`src/rtl/instr_fetch_pkg.sv`:
```
// rtl/instr_fetch_pkg.sv - shared types and constants for the instruction fetch stage
package instr_fetch_pkg;

  typedef enum logic [1:0] {
    S_IDLE  = 2'd0,
    S_FETCH = 2'd1,
    S_HOLD  = 2'd2
  } fetch_state_t;

  // R-type field view of a fetched word, as decode slices it
  typedef struct packed {
    logic [5:0] opcode;
    logic [4:0] rs;
    logic [4:0] rt;
    logic [4:0] rd;
    logic [4:0] shamt;
    logic [5:0] funct;
  } instr_structure_t;

  localparam logic [31:0] NOP_WORD_C       = 32'h0000_0000;
  localparam logic [31:0] DEFAULT_RESET_PC = 32'h0000_0000;

endpackage

```
`src/rtl/instr_fetch.sv`:
```
// rtl/instr_fetch.sv - MIPS fetch stage: imem request FSM, pc, redirect flush, delivery pulse
module instr_fetch
  import instr_fetch_pkg::*;
#(
  parameter logic [31:0] RESET_PC = DEFAULT_RESET_PC,
  parameter logic [31:0] NOP_WORD = NOP_WORD_C
) (
  input  logic        clk,
  input  logic        rst,
  output logic        imem_req,
  output logic [31:0] imem_addr,
  input  logic [31:0] imem_rdata,
  input  logic        imem_ack,
  input  logic        stall,
  input  logic        jFlag,
  input  logic [31:0] PC_in,
  output logic [31:0] instr,
  output logic [31:0] PC_out,
  output logic        done_out,
  output logic        misalign,
  output logic [31:0] fetch_count
);

  fetch_state_t state_q, state_d;
  logic [31:0]  pc_q, pc_d;
  logic         flush_q, flush_d;
  logic         req_q, req_d;
  logic [31:0]  addr_q, addr_d;
  logic [31:0]  instr_q, instr_d;
  logic [31:0]  pc_out_q, pc_out_d;
  logic         done_q, done_d;
  logic         misalign_q, misalign_d;
  logic [31:0]  count_q, count_d;

  logic [31:0]  target;
  logic [31:0]  pc_plus4;

  assign target   = {PC_in[31:2], 2'b00};
  assign pc_plus4 = pc_q + 32'd4;

  always_comb begin
    state_d    = state_q;
    pc_d       = pc_q;
    flush_d    = flush_q;
    req_d      = req_q;
    addr_d     = addr_q;
    instr_d    = instr_q;
    pc_out_d   = pc_out_q;
    done_d     = 1'b0;
    misalign_d = misalign_q | (jFlag & (PC_in[1:0] != 2'b00));
    count_d    = count_q + {31'd0, done_q};

    unique case (state_q)
      S_IDLE: begin
        state_d = S_FETCH;
        req_d   = 1'b1;
        pc_d    = jFlag ? target : pc_q;
        addr_d  = jFlag ? target : pc_q;
      end

      S_FETCH: begin
        if (imem_ack) begin
          if (flush_q || jFlag) begin
            // Wrong-path word: drop it and reissue at the (possibly new) target
            flush_d = 1'b0;
            req_d   = 1'b1;
            pc_d    = jFlag ? target : pc_q;
            addr_d  = jFlag ? target : pc_q;
          end else begin
            instr_d  = imem_rdata;
            pc_out_d = pc_plus4;
            pc_d     = pc_plus4;
            if (stall) begin
              state_d = S_HOLD;
              req_d   = 1'b0;
            end else begin
              done_d = 1'b1;
              req_d  = 1'b1;
              addr_d = pc_plus4;
            end
          end
        end else if (jFlag) begin
          // Address must stay stable until ack, so remember to discard it
          pc_d    = target;
          flush_d = 1'b1;
        end
      end

      S_HOLD: begin
        if (jFlag) begin
          instr_d = NOP_WORD;
          pc_d    = target;
          addr_d  = target;
          req_d   = 1'b1;
          state_d = S_FETCH;
        end else if (!stall) begin
          done_d  = 1'b1;
          addr_d  = pc_q;
          req_d   = 1'b1;
          state_d = S_FETCH;
        end
      end

      default: begin
        state_d = S_IDLE;
        req_d   = 1'b0;
      end
    endcase
  end

  always_ff @(posedge clk or posedge rst) begin
    if (rst) begin
      state_q    <= S_IDLE;
      pc_q       <= RESET_PC;
      flush_q    <= 1'b0;
      req_q      <= 1'b0;
      addr_q     <= RESET_PC;
      instr_q    <= NOP_WORD;
      pc_out_q   <= RESET_PC;
      done_q     <= 1'b0;
      misalign_q <= 1'b0;
      count_q    <= 32'd0;
    end else begin
      state_q    <= state_d;
      pc_q       <= pc_d;
      flush_q    <= flush_d;
      req_q      <= req_d;
      addr_q     <= addr_d;
      instr_q    <= instr_d;
      pc_out_q   <= pc_out_d;
      done_q     <= done_d;
      misalign_q <= misalign_d;
      count_q    <= count_d;
    end
  end

  assign imem_req    = req_q;
  assign imem_addr   = addr_q;
  assign instr       = instr_q;
  assign PC_out      = pc_out_q;
  assign done_out    = done_q;
  assign misalign    = misalign_q;
  assign fetch_count = count_q;

endmodule

```
`config.mk`:
```
export PLATFORM = sky130hd
export DESIGN_NAME = instr_fetch
export DESIGN_NICKNAME = d
export VERILOG_FILES = /design/src/rtl/instr_fetch_pkg.sv /design/src/rtl/instr_fetch.sv
export SDC_FILE = /design/constraint.sdc
export NUM_CORES = 1
export LEC_CHECK = 0
export ABC_AREA = 0
export CORE_UTILIZATION = 50
export DETAILED_ROUTE_END_ITERATION = 7
export GPL_ROUTABILITY_DRIVEN = 0
export PLACE_DENSITY = 0.81
export SYNTH_ARGS = -nofsm -noshare
export SYNTH_HDL_FRONTEND = slang
export SYNTH_SLANG_ARGS = --single-unit
export TNS_END_PERCENT = 50
```
`constraint.sdc`:
```
create_clock -name clk -period 9.2 [get_ports clk]
set_clock_uncertainty 0.2 [all_clocks]
set_input_delay 2.76 -clock clk [delete_from_list [all_inputs] [get_ports clk]]
set_output_delay 2.76 -clock clk [all_outputs]
set_load 0.02 [all_outputs]
```
==> run_results.csv <==
group,metric,value,unit
sta,hold_viol,0,
hold_path,min_from,"PC_out[13]$_DFFE_PP0P_",
clock_tree,cts_buffers,17,
clock_tree,clk_pin_slew,0.07,ns
floorplan,rows,46,
floorplan,die-area,17000,um2
global_routing,grt_pass1_vias,7038,
floorplan,core_area,15900,um2
route,drtPass1Iterations,5,
critical_path,crit_type,"input pin to flip-flop",
critical_path,worstRegToRegCells,7,
sta,maxSlewHeadroom,0.239,
critical_path,cp_data_arrival_time,5.58,ns
clock_tree,post-cts-setup-buffers,0,
route,drt_first_iter_violations,765,
logic_synthesis,synthArstFlopShare,1.00,
clock_tree,cts.repair.resized,0,
sta,rsz0062_at_grt,"no",
critical_path,rrSetupSlack,5.57,ns
finish,n_antenna_cell,0,
floorplan,die_h,130,um
critical_path,cp.required,9.36,ns
logic_synthesis,syn_nets,932,
finish,fin_nets,1098,
sta,worstMarginPinSlew,1.14,ns
logic_synthesis,ys_seq_elements,166,
logic_synthesis,syn_area_per_cell,9.60,um2
finish,final_cells,1251,
pwr,power.density,325,nW/um2
global_routing,grt_pass1_wl,36.8,mm
critical_path,r2r_start,"state_q[1]$_DFFE_PP0P_",
finish,fillers,1226,
logic_synthesis,synth_seq_area_share,0.505,
route,vias,7397,
critical_path,reg2reg_to,"instr[24]$_DFFE_PP0P_",
floorplan,die-width,130,um
finish,syn_to_final_growth,33.6,%
hold_path,hp-class,"flip-flop to flip-flop",
place,dpl.hpwl,15.9,mm
logic_synthesis,ys.flop_type,"dfrtp_1",
route,routed_wl,24.0,mm
route,post_drt_wl_per_cell,19.2,um
route,drc,0,
clock_tree,tritoncts,"built",
place,placed_area,10300,um2
clock_tree,h-tree-depth,4,
global_routing,grt_max_degree,114,
global_routing,grt.total_usage,0.286,
pwr,cellLeakagePower,4.65,nW
hold_path,min_to,"PC_out[13]$_DFFE_PP0P_",
job,max_cap_viol_count,0,
route,ant_nets,0,
logic_synthesis,synth_cell_types,61,
logic_synthesis,synth_area,8220,um2
logic_synthesis,synth_edf_count,0,
logic_synthesis,synthCells,856,
logic_synthesis,yosysWarnings,0,
clock_tree,cts-hold-fix-buffers,0,
finish,final_area,11000,um2
sta,fmax,185,MHz
sta,fin_crit_sh,0.589,
pwr,ir_drop,185,uV
place,dp.cells,1219,
critical_path,endpoint_kind,"flip-flop",
clock_tree,cts-root-buf,"clkbuf_16",
sta,setup_tns,0,ns
sta,slew_viol_final,0,
sta,setup_viol,0,
floorplan,initial_core_util,0.516,
global_routing,grt_overflow,0,
clock_tree,clk_latency,0.43,ns
critical_path,start_kind,"input pin",
clock_tree,cts_buffer_depth,2,
route,viasPerCell,5.91,
sta,min_period,5.41,ns
hold_path,min_path_cells,2,
outcome,outcome,"finished clean",
global_routing,antenna_found_initial,0,
clock_tree,cts.sinks,166,
place,portBuffers,199,
finish,drive_gt1_frac,0.0599,
floorplan,io_pins,200,
critical_path,cp_max_fo,53,
## cell families (layout without fill, tap and decap cells)
| logic type | count (synthesis) | after routing | synth area share |
|---|---|---|---|
| buf+inv | 78 | 257 | 0.0374 |
| flops | 166 | 166 | 0.505 |
| fa+ha+maj | 7 | 7 | 0.0107 |
| simple gates | 313 | 313 | 0.186 |
| compound gates | 210 | 210 | 0.168 |
| mux | 25 | 25 | 0.0317 |
| xor+xnor | 57 | 57 | 0.0607 |
## layout by cell type (no fill, tap or decap), types with 34 or more instances in the layout
master / instances
nand3_1: 36
a21oi_1: 39
clkdlybuf4s50_1: 198
a22o_1: 34
nor2_1: 45
o21ai_0: 68
xnor2_1: 39
nand2_1: 129
dfrtp_1: 166
## synthesized netlist by cell type (18+ instances only)
master | number | share of area
nor2_1 | 46 | 0.021
o21ai_0 | 68 | 0.041
and3_1 | 18 | 0.014
xor2_1 | 18 | 0.019
nand3_1 | 37 | 0.023
a21oi_1 | 39 | 0.024
nand4_1 | 18 | 0.014
a22o_1 | 34 | 0.036
nand2_1 | 129 | 0.059
clkbuf_1 | 49 | 0.022
xnor2_1 | 39 | 0.042
dfrtp_1 | 166 | 0.51
## area by class of cell
class / count / area [um2] / area share
Sequential cell: 166 / 4150 / 0.378
Multi-Input combinational cell: 612 / 3780 / 0.344
Tap cell: 216 / 270 / 0.0246
Timing Repair Buffer: 209 / 2060 / 0.188
Inverter: 16 / 65.1 / 0.00592
Clock inverter: 10 / 169 / 0.0154
Clock buffer: 22 / 484 / 0.0441
## per-stage QoR
| stage | utilization | power [mW] | hold slack, ns | setup slack [ns] |
|---|---|---|---|---|
| floorplan | - | 2.11 | 0.253 | 1.75 |
| global placement | 0.648 | 2.72 | 0.255 | 3.46 |
| detailed placement | 0.648 | 2.76 | 0.262 | 3.40 |
| CTS | 0.689 | 3.56 | 0.278 | 3.80 |
| global route | 0.689 | 3.75 | 0.296 | 3.60 |
| finish | 0.689 | 3.57 | 0.275 | 3.79 |
## per-layer routing
layer	share of wire	GRT usage
met2	0.48	0.446
met3	0.074	0.0554
met4	0.019	0.103
met1	0.43	0.396
met5	0	0
## worst max path at each step
stage | from | endpoint
after CTS | jFlag | instr[24]$_DFFE_PP0P_
after floorplan | rst | PC_out[0]$_DFFE_PP0P_
after global placement | jFlag | instr[10]$_DFFE_PP0P_
after detailed placement | jFlag | instr[26]$_DFFE_PP0P_
final | jFlag | instr[24]$_DFFE_PP0P_
after global routing | jFlag | instr[12]$_DFFE_PP0P_
## sequential cells by signal, summed over array words and instances, names as in the netlist
register / count
imem_req: 1
PC_out: 32
pc_q: 32
done_out: 1
imem_addr: 32
state_q: 2
instr: 32
fetch_count: 32
flush_q: 1
misalign: 1
## report_power, final
group          switching (mW)  internal (mW)  total, mW
registers               0.238          0.989       1.23
logic                   0.878          0.680       1.56
clock network           0.299          0.485      0.785
## critical path, stage by stage
cell	delay, ns
buf_2	0.10
buf_4	0.31
inv_1	0.55
nand3_2	0.95
nor2_2	0.32
buf_4	0.37
a22o_1	0.20
No activity file was read; power rests on OpenSTA's default activity.
==> edit 1 (same flow settings) <==
Re-encode `fetch_state_t` (3 states) as one-hot, 3 bits wide.
--- a/src/rtl/instr_fetch_pkg.sv
+++ b/src/rtl/instr_fetch_pkg.sv
@@ -1,10 +1,10 @@
 // rtl/instr_fetch_pkg.sv - shared types and constants for the instruction fetch stage
 package instr_fetch_pkg;
 
-  typedef enum logic [1:0] {
-    S_IDLE  = 2'd0,
-    S_FETCH = 2'd1,
-    S_HOLD  = 2'd2
+  typedef enum logic [2:0] {
+    S_IDLE  = 3'b001,
+    S_FETCH = 3'b010,
+    S_HOLD  = 3'b100
   } fetch_state_t;
 
   // R-type field view of a fetched word, as decode slices it
Check against the original RTL: same outputs for any inputs over 4 cycles, from zero or initial values and one cycle with rst high; so few cycles prove little.
==> edit 1 against the unedited design <==
Sequential cell count rose by 1. Wire length down 4.7%. First-iteration DRC count shrank 9.7%. Final area is 0.82% lower. Setup slack gained 0.14 ns. Count of clock-buffer cells in the layout down 3. Synthesized area decreased by 0.52%. Cell count fell by 1.4%. Register-to-register slack got worse by 0.26 ns. Non-clock buffer count is 1 lower. Power is 3.4% higher. Critical path type unchanged. Largest power group unchanged. Highest routed layer unchanged.
==> edit 1: results <==
<?xml version="1.0" encoding="UTF-8"?>
<metrics>
  <group name="drt">
    <metric name="via_count" unit="">7246</metric>
    <metric name="met3WireLength" unit="mm">1.53</metric>
    <metric name="detailroute.wirelength.met2" unit="mm">10.9</metric>
    <metric name="drt-initial-drc-count" unit="">691</metric>
    <metric name="routed_via_density" unit="">5.88</metric>
    <metric name="wl_met1" unit="mm">9.79</metric>
    <metric name="drt_wl_total" unit="mm">22.9</metric>
  </group>
  <group name="grt">
    <metric name="first_pass_grt_wire_length" unit="mm">36.0</metric>
    <metric name="grt_max_degree" unit="">107</metric>
    <metric name="grt_util_all_layers" unit="%">27.9</metric>
  </group>
  <group name="hold_path">
    <metric name="hold_end" unit="">PC_out[7]</metric>
    <metric name="hp-start" unit="">PC_out[7]</metric>
  </group>
  <group name="critical_path">
    <metric name="maximum_cell_stage_delay_along_the_critical_path" unit="ns">0.52</metric>
    <metric name="crit_path_end" unit="">imem_addr[13]</metric>
    <metric name="timing.critical_path.arrival" unit="ns">5.39</metric>
  </group>
  <group name="place">
    <metric name="hpwlAfterDp" unit="mm">15.6</metric>
    <metric name="detailedPlace.worstSlack" unit="ns">3.48</metric>
    <metric name="place_area" unit="µm²">10300</metric>
  </group>
  <group name="synth">
    <metric name="synth.yosys.seq_area_share" unit="%">51.1</metric>
    <metric name="synth.area.top_cells" unit="">sky130_fd_sc_hd__dfrtp_1 51%, sky130_fd_sc_hd__nand2_1 5.4%, sky130_fd_sc_hd__o21ai_0 4.0%</metric>
    <metric name="synth.distinct_cells" unit="">54</metric>
    <metric name="synth.net_count" unit="">904</metric>
  </group>
  <group name="pwr">
    <metric name="fin_total_pwr" unit="mW">3.69</metric>
    <metric name="comb-power" unit="mW">1.68</metric>
    <metric name="max-vdd-ir-drop" unit="V">0.000161</metric>
    <metric name="net_switching_power" unit="mW">1.52</metric>
  </group>
  <group name="sta">
    <metric name="worst_slew_margin_rel" unit="%">27.2</metric>
    <metric name="hold_slack" unit="ns">0.272</metric>
  </group>
  <group name="cells_and_area">
    <metric name="num-nets-final" unit="">1076</metric>
  </group>
  <group name="run_status">
    <metric name="status" unit="">completed</metric>
  </group>
</metrics>
edit 1: metal layers:
metal,global-route usage [%],up-vias
met5,0,-
met1,37.9,3510
met4,11.3,0
li1,-,3333
met3,6.03,55
met2,43.5,348
edit 1: cell type report:
type | instances | area [µm²] | share of cell area, %
Timing Repair Buffer | 208 | 2050 | 18.9
Tap cell | 216 | 270 | 2.48
Sequential cell | 167 | 4180 | 38.4
Clock inverter | 13 | 144 | 1.32
Clock buffer | 19 | 443 | 4.07
Multi-Input combinational cell | 596 | 3740 | 34.4
Inverter | 14 | 57.6 | 0.528
edit 1: cells by family (layout without fill, tap and decap cells):
family / Yosys count / count (layout) / share of synthesized area, %
flip-flops: 167 / 167 / 51.1
multiplexers: 32 / 32 / 4.10
AO/OA/AOI/OAI: 197 / 197 / 16.3
adder cells (fa/ha/maj): 3 / 3 / 0.459
XOR/XNOR: 63 / 63 / 6.75
AND/OR/NAND/NOR: 301 / 301 / 18.0
buffers and inverters: 69 / 254 / 3.37
==> edit 2 (config.mk and constraints unchanged) <==
Made on the original files. Register the output `fetch_count` once more, cleared by the reset; this adds one clock of latency there. The other outputs are not delayed to match.
--- a/src/rtl/instr_fetch.sv
+++ b/src/rtl/instr_fetch.sv
@@ -140,7 +140,13 @@
   assign PC_out      = pc_out_q;
   assign done_out    = done_q;
   assign misalign    = misalign_q;
-  assign fetch_count = count_q;
+  always_ff @(posedge clk or posedge rst) begin
+    if (rst) begin
+      fetch_count <= '0;
+    end else begin
+      fetch_count <= count_q;
+    end
+  end
 
 endmodule
 
Check against the original RTL: not equivalent (a bounded check fails within 4 cycles, from zero or initial values and one cycle with rst high).
==> edit 2 against the unedited design <==
Setup slack better by 0.41 ns. Critical path type unchanged. Maximum frequency increased by 8.3%. Critical endpoint is now imem_addr[14]. Synthesized area grew 9.7%. Sequential cell count up 32. Power increased by 4.4%. Highest routed layer unchanged. Final area up 7.0%. Wire length shrank 5.0%.
==> edit 2: results <==
<?xml version="1.0" encoding="UTF-8"?>
<metrics>
  <group name="hold_path">
    <metric name="worstHoldPathCells" unit="">0</metric>
    <metric name="hold_end" unit="">fetch_count[0]</metric>
  </group>
  <group name="pwr">
    <metric name="static-leakage-power" unit="nW">5.06</metric>
    <metric name="max-vdd-ir-drop" unit="V">0.000189</metric>
    <metric name="switching_share" unit="%">40.5</metric>
  </group>
  <group name="drt">
    <metric name="avgRoutedWirePerCell" unit="µm">17.9</metric>
    <metric name="routed_via_density" unit="">5.72</metric>
    <metric name="drt-initial-drc-count" unit="">546</metric>
  </group>
  <group name="grt">
    <metric name="grt_use_met3" unit="%">4.92</metric>
    <metric name="grt_util_all_layers" unit="%">25.4</metric>
    <metric name="first_pass_grt_wire_length" unit="mm">36.1</metric>
    <metric name="gr-usage-met2" unit="%">41.0</metric>
  </group>
  <group name="cells_and_area">
    <metric name="layout-drive-gt1-share" unit="%">6.84</metric>
    <metric name="num-nets-final" unit="">1115</metric>
    <metric name="num-fill-cells" unit="">1358</metric>
    <metric name="area_share_clock_buf_inv" unit="%">5.20</metric>
    <metric name="seqCellArea" unit="µm²">4950</metric>
    <metric name="relative_area_of_non_clock_buffer_cells_in_the_final_design" unit="%">17.5</metric>
  </group>
  <group name="synth">
    <metric name="synth.distinct_cells" unit="">60</metric>
    <metric name="synth.yosys.seq_area_share" unit="%">54.9</metric>
    <metric name="synth.area.top_cells" unit="">sky130_fd_sc_hd__dfrtp_1 55%, sky130_fd_sc_hd__nand2_1 5.2%, sky130_fd_sc_hd__xnor2_1 4.0%</metric>
  </group>
  <group name="critical_path">
    <metric name="r2r-end" unit="">imem_addr[14]</metric>
    <metric name="maximum_cell_stage_delay_along_the_critical_path" unit="ns">0.92</metric>
    <metric name="crit_path_end" unit="">imem_addr[14]</metric>
    <metric name="r2r_cells" unit="">6</metric>
    <metric name="ff2ff_setup_slack" unit="ns">6.35</metric>
    <metric name="crit_family" unit="">simple AND/OR/NAND/NOR gates</metric>
  </group>
  <group name="clock_network">
    <metric name="cts_num_sinks" unit="">198</metric>
  </group>
  <group name="run_status">
    <metric name="status" unit="">completed</metric>
  </group>
  <group name="place">
    <metric name="hpwlAfterDp" unit="mm">15.4</metric>
    <metric name="detailedPlace.worstSlack" unit="ns">3.75</metric>
  </group>
</metrics>
## edit 2: cell count changes after synthesis, moves of 7 or more
cell,unedited run,this run
sky130_fd_sc_hd__and3_1,18,11
sky130_fd_sc_hd__clkbuf_1,49,26
sky130_fd_sc_hd__buf_2,11,24
sky130_fd_sc_hd__a21oi_1,39,28
sky130_fd_sc_hd__dfrtp_1,166,198
sky130_fd_sc_hd__o21ai_0,68,59
sky130_fd_sc_hd__o22a_1,5,13
## edit 2: routing by layer
| layer | wire [µm] | part of all wire [%] |
|---|---|---|
| met1 | 10000 | 44 |
| met3 | 1370 | 6.0 |
| met4 | 463 | 2.0 |
| met5 | 0 | 0 |
| met2 | 10900 | 48 |
## edit 2: power by group through the flow
stage	logic [mW]	registers, mW	clock network [mW]
CTS	1.60	1.37	0.764
finish	1.60	1.38	0.751
floorplan	0.767	1.56	0
global route	1.72	1.42	0.799
global placement	1.55	1.38	0
detailed placement	1.59	1.39	0
## edit 2: cells by family after synthesis
group,synth area share [%]
adder cells (fa/ha/maj),0.971
AND/OR/NAND/NOR,17.3
multiplexers,3.22
XOR/XNOR,5.92
buffers and inverters,3.38
AO/OA/AOI/OAI,14.3
flip-flops,54.9
## edit 2: through the flow
step                      total power [mW]  hold WS [ns]  cell area [µm²]  std cells  util (%)
after floorplan                       2.32         0.157             9020        867         -
after global placement                2.94         0.167            11100       1245      63.8
after detailed placement              2.98         0.178            11100       1245      63.8
after CTS                             3.74         0.195            11800       1277      67.2
after global routing                  3.93         0.204            11800       1277      67.2
final                                 3.73         0.183            11800       1277      67.2
